$ cat config.mk
export PLATFORM = sky130hd
export DESIGN_NAME = pht_counter_table
export DESIGN_NICKNAME = d
export VERILOG_FILES = /design/src/rtl/pht_pkg.sv /design/src/rtl/pht_sat_counter.sv /design/src/rtl/pht_counter_table.sv
export SDC_FILE = /design/constraint.sdc
export NUM_CORES = 1
export LEC_CHECK = 0
export CAP_MARGIN = 20
export CORE_MARGIN = 2
export CORE_UTILIZATION = 45
export DETAILED_ROUTE_END_ITERATION = 10
export GPL_TIMING_DRIVEN = 0
export HOLD_SLACK_MARGIN = 0.05
export PLACE_DENSITY = 0.62
export SETUP_SLACK_MARGIN = 0.4
export SYNTH_ARGS = -nofsm -noshare
export SYNTH_HDL_FRONTEND = slang
export SYNTH_SLANG_ARGS = --single-unit
$ cat constraint.sdc
create_clock -name clk -period 3.1 [get_ports clk]
set_clock_uncertainty 0.15 [all_clocks]
set_input_delay 0.465 -clock clk [delete_from_list [all_inputs] [get_ports clk]]
set_output_delay 0.465 -clock clk [all_outputs]
set_load 0.005 [all_outputs]
$ cat src/rtl/pht_pkg.sv
// rtl/pht_pkg.sv - shared types and limits for the pattern history table
package pht_pkg;

  typedef enum logic {
    PHT_INIT  = 1'b0,
    PHT_READY = 1'b1
  } pht_state_t;

  localparam int PHT_MAX_CNT_WIDTH = 4;

endpackage

$ cat src/rtl/pht_sat_counter.sv
// rtl/pht_sat_counter.sv - combinational saturating up/down step for one counter
module pht_sat_counter #(
  parameter int CNT_WIDTH = 2
) (
  input  logic [CNT_WIDTH-1:0] cur_i,
  input  logic                 taken_i,
  output logic [CNT_WIDTH-1:0] next_o
);

  localparam logic [CNT_WIDTH-1:0] MAX_CNT = {CNT_WIDTH{1'b1}};

  always_comb begin
    next_o = cur_i;
    if (taken_i) begin
      if (cur_i != MAX_CNT) next_o = cur_i + CNT_WIDTH'(1);
    end else begin
      if (cur_i != '0) next_o = cur_i - CNT_WIDTH'(1);
    end
  end

endmodule

$ cat src/rtl/pht_counter_table.sv
// rtl/pht_counter_table.sv - PHT with predict/resolve read ports, self update and init sweep
// Optional feature: define PHT_BYPASS_EN for write-through forwarding on both read ports.
module pht_counter_table
  import pht_pkg::*;
#(
  parameter int S_INDEX   = 5,
  parameter int CNT_WIDTH = 2,
  parameter int INIT_VAL  = 1
) (
  input  logic                 clk,
  input  logic                 rst_n,
  input  logic                 flush,
  output logic                 ready,
  input  logic [S_INDEX-1:0]   bp_index,
  output logic [CNT_WIDTH-1:0] bp_count,
  output logic                 pred_taken,
  input  logic [S_INDEX-1:0]   rd_index,
  output logic [CNT_WIDTH-1:0] rd_count,
  input  logic                 upd_valid,
  input  logic [S_INDEX-1:0]   upd_index,
  input  logic                 upd_taken
);

  localparam int                   NUM_SETS = 1 << S_INDEX;
  localparam logic [CNT_WIDTH-1:0] INIT_CNT = CNT_WIDTH'(INIT_VAL);
  localparam logic [S_INDEX-1:0]   LAST_PTR = {S_INDEX{1'b1}};

  pht_state_t         state_q, state_d;
  logic [S_INDEX-1:0] sweep_ptr_q, sweep_ptr_d;

  (* ramstyle = "logic" *) logic [CNT_WIDTH-1:0] data_q [NUM_SETS];

  logic                 wr_en;
  logic [S_INDEX-1:0]   wr_idx;
  logic [CNT_WIDTH-1:0] wr_data;
  logic [CNT_WIDTH-1:0] upd_cur, upd_next;
  logic [CNT_WIDTH-1:0] bp_raw, rd_raw;
  logic                 upd_live;

  assign ready    = (state_q == PHT_READY);
  assign upd_live = upd_valid && ready;
  assign upd_cur  = data_q[upd_index];

  // Single counter step shared by the array write and the forwarding path.
  pht_sat_counter #(
    .CNT_WIDTH (CNT_WIDTH)
  ) u_sat (
    .cur_i   (upd_cur),
    .taken_i (upd_taken),
    .next_o  (upd_next)
  );

  always_ff @(posedge clk or negedge rst_n) begin
    if (!rst_n) begin
      state_q     <= PHT_INIT;
      sweep_ptr_q <= '0;
    end else begin
      state_q     <= state_d;
      sweep_ptr_q <= sweep_ptr_d;
    end
  end

  always_comb begin
    state_d     = state_q;
    sweep_ptr_d = sweep_ptr_q;
    wr_en       = 1'b0;
    wr_idx      = upd_index;
    wr_data     = upd_next;
    case (state_q)
      PHT_INIT: begin
        wr_en       = 1'b1;
        wr_idx      = sweep_ptr_q;
        wr_data     = INIT_CNT;
        sweep_ptr_d = sweep_ptr_q + S_INDEX'(1);
        if (sweep_ptr_q == LAST_PTR) state_d = PHT_READY;
        if (flush) begin
          state_d     = PHT_INIT;
          sweep_ptr_d = '0;
        end
      end
      PHT_READY: begin
        if (flush) begin
          state_d     = PHT_INIT;
          sweep_ptr_d = '0;
        end else if (upd_valid) begin
          wr_en = 1'b1;
        end
      end
      default: begin
        state_d     = PHT_INIT;
        sweep_ptr_d = '0;
      end
    endcase
  end

  // Contents are not reset; the sweep owns initialisation.
  always_ff @(posedge clk) begin
    if (wr_en) data_q[wr_idx] <= wr_data;
  end

`ifdef PHT_BYPASS_EN
  assign bp_raw = (upd_live && (bp_index == upd_index)) ? upd_next : data_q[bp_index];
  assign rd_raw = (upd_live && (rd_index == upd_index)) ? upd_next : data_q[rd_index];
`else
  assign bp_raw = data_q[bp_index];
  assign rd_raw = data_q[rd_index];
`endif

  assign bp_count   = ready ? bp_raw : INIT_CNT;
  assign rd_count   = ready ? rd_raw : INIT_CNT;
  assign pred_taken = bp_count[CNT_WIDTH-1];

endmodule

==> results.json <==
{
  "place_hpwl_um": 7880,
  "r2r-start": "data_q[25][1]",
  "clkPwrFrac": 0.340,
  "required_ps": 2480,
  "synth_seq_area_share": 0.498,
  "cts_tree": "yes",
  "drive_above_1_share": 0.350,
  "holdCritPathClass": "primary input to asynchronous set/reset pin",
  "sw_frac_of_total": 0.242,
  "start_util": 0.457,
  "powerDensity_nw_per_um2": 400,
  "cts.clk_slew.worst_paths_ps": 80,
  "synth_edf_count": 64,
  "worstReg2RegEnd": "data_q[18][0]",
  "netlist_area_um2": 4160,
  "relSlewSlack": 0.543,
  "vias_per_cell": 6.49,
  "arrival_ps": 2250,
  "synth_most_common_cell": "edfxtp_1",
  "n_antenna_cell": 0,
  "min_period_ps": 2870,
  "layout-area-overhead-vs-synth_pct": 20.9,
  "grt_overflow": 0,
  "finalWirelength_um": 11700,
  "period_share": 0.925,
  "drv_cap": 0,
  "synth_nets": 301,
  "wl_per_cell_um": 26.0,
  "yosys_warnings": 0,
  "layout.filler_cells": 766,
  "outcome": "finished clean",
  "r2r_cells": 8,
  "p_leak_nw": 1.76,
  "grt_use_total": 0.245,
  "worstSetupEndpoint": "rd_count[0]",
  "vdd_drop_max_mv": 0.180,
  "yosys.area.top_type": "edfxtp_1",
  "whs_ps": 203,
  "die-area_um2": 10000,
  "startpoint": "data_q[18][0]",
  "combPwrFrac": 0.147,
  "root_buffer": "clkbuf_8",
  "dr.first_iter.drc_count": 323,
  "power_mw": 2.01,
  "p_switching_mw": 0.486,
  "tightest_slew_ps": 686,
  "cts_inserted_buffers": 9,
  "grt_max_degree": 33,
  "io_buffers": 19,
  "placementRows": 35,
  "timing.reg2reg.setup_slack_ps": 430,
  "power.internal_mw": 1.53,
  "antenna_found_initial": 0,
  "synthCells": 279,
  "htree_levels": 3,
  "clk_latency_ps": 340,
  "synth_area_leaders": "edfxtp_1, mux4_2, mux2i_1",
  "async_flop_share": 0.0857,
  "fin_nets": 354,
  "grt_pass1_vias": 2869,
  "hold_viol": 0,
  "dr.pass1.iters": 5,
  "cts.sinks": 70,
  "p_seq_frac": 0.513,
  "synth_top_area_frac": 0.462,
  "yosys.cell_types.count": 37,
  "crit_fanout": 2,
  "rsz0062_at_grt": "true",
  "clockBufferDepth": 2,
  "grt_pass1_wl_um": 17600,
  "drc": 0,
  "ys_top_cells_by_count": "edfxtp_1, nor2_1, mux4_2, mux2i_1, nand2_1",
  "ys.flop_type": "edfxtp_1",
  "die_w_um": 100,
  "syn_area_per_cell_um2": 14.9,
  "cp-start-kind": "register",
  "place_congestion": 0.875,
  "setup_viol": 0,
  "fp.dieH_um": 100,
  "via_count": 2908,
  "worstSetupPathType": "register to output pin",
  "ant_nets": 0,
  "io_pins": 26,
  "endpoint_kind": "output pin",
  "ys_seq_elements": 70,
  "maxSlewViolCount": 0,
  "coreArea_um2": 9110,
  "fin_util": 0.552,
  "fmax_mhz": 349
}
-- worst max-delay path: stages (launching register included) --
cell	delay (ps)
edfxtp_1	410
buf_4	160
mux4_2	470
mux4_2	510
a21oi_2	130
nand2_1	80
buf_2	150
-- flip-flops by register name, summed over array words and instances, names as in the netlist --
register,count
data_q,64
sweep_ptr_q,5
ready,1
-- per-layer routing --
| metal | global-route usage | vias to the layer above | routed length, um |
|---|---|---|---|
| li1 | - | 1244 | - |
| met1 | 0.355 | 1487 | 5010 |
| met2 | 0.371 | 148 | 5380 |
| met3 | 0.0446 | 29 | 866 |
| met4 | 0.0959 | 0 | 404 |
| met5 | 0 | - | 0 |
-- layout make-up --
cell class                      instances  area [um2]  area share
Timing Repair Buffer                   41         385      0.0766
Buffer                                 17         205      0.0408
Sequential cell                        70        2070       0.412
Clock buffer                           15         176      0.0351
Multi-Input combinational cell        189        2030       0.404
Clock inverter                          1        5.00    0.000995
Inverter                                4        15.0     0.00299
Tap cell                              111         139      0.0276
-- worst min-delay path by stage --
stage | cells past startpoint | slack (ps) | from | endpoint
6_report | 1 | 200 | rst_n | ready
3_3_place_gp | 2 | 420 | sweep_ptr_q[4] | sweep_ptr_q[4]
2_1_floorplan | 0 | 20 | rst_n | ready
5_1_grt | 1 | 210 | rst_n | ready
4_1_cts | 1 | 220 | rst_n | ready
3_5_place_dp | 2 | 420 | sweep_ptr_q[0] | sweep_ptr_q[0]
-- what timing repair did --
action                                  in CTS  in global routing
gates cloned                                 2                  1
pin swaps                                    4                  5
buffers inserted                            19                  1
gates resized for setup                     61                 13
endpoints found under the setup margin     101                 69
hold endpoints to repair                     0                  0
hold buffers                                 0                  0
-- logic make-up after synthesis --
group,Yosys count,share of synthesized area
multiplexers,78,0.334
flip-flops,70,0.498
buffers and inverters,21,0.0295
AND/OR/NAND/NOR,81,0.0845
AO/OA/AOI/OAI,25,0.0442
XOR/XNOR,2,0.00421
adder cells (fa/ha/maj),2,0.00601
-- power groups by stage --
| stage | logic [mW] | clock network, mW | registers (mW) |
|---|---|---|---|
| floorplan | 0.168 | 0 | 1.05 |
| global placement | 0.255 | 0 | 1.05 |
| detailed placement | 0.256 | 0 | 1.05 |
| CTS | 0.287 | 0.690 | 1.03 |
| global route | 0.310 | 0.729 | 1.03 |
| finish | 0.296 | 0.685 | 1.03 |
-- through the flow --
step | std cells | setup TNS, ps | instance area [um2] | worst slack, ps
after floorplan | 279 | 0 | 4180 | 413
after global placement | 409 | -25910 | 4510 | -1050
after detailed placement | 409 | -30780 | 4510 | -1050
after CTS | 446 | 0 | 4980 | 241
after global routing | 448 | 0 | 5030 | 170
final | 448 | 0 | 5030 | 234
-- cells in the final DEF, fill, tap and decap left out, drive strengths merged --
master          n
a311oi          2
edfxtp         64
mux2i          25
buf            39
dfrtp           6
ha              2
a2111oi         1
o22ai           1
inv             4
nor3            2
clkdlybuf4s50  11
mux4           46
and4b           1
dlymetal6s2s    1
a22oi           4
nand2          17
nand2b          1
a31oi           4
xor2            1
nor2           44
a21oi           6
a31o            1
clkinv          1
mux2            7
a211oi          5
and3            2
a2bb2oi         1
a41o            1
nand3           5
clkbuf         21
nor2b           6
and2b           1
bufbuf          1
nor3b           1
and2            1
xnor2           1
No activity file was read; power rests on OpenSTA's default activity.
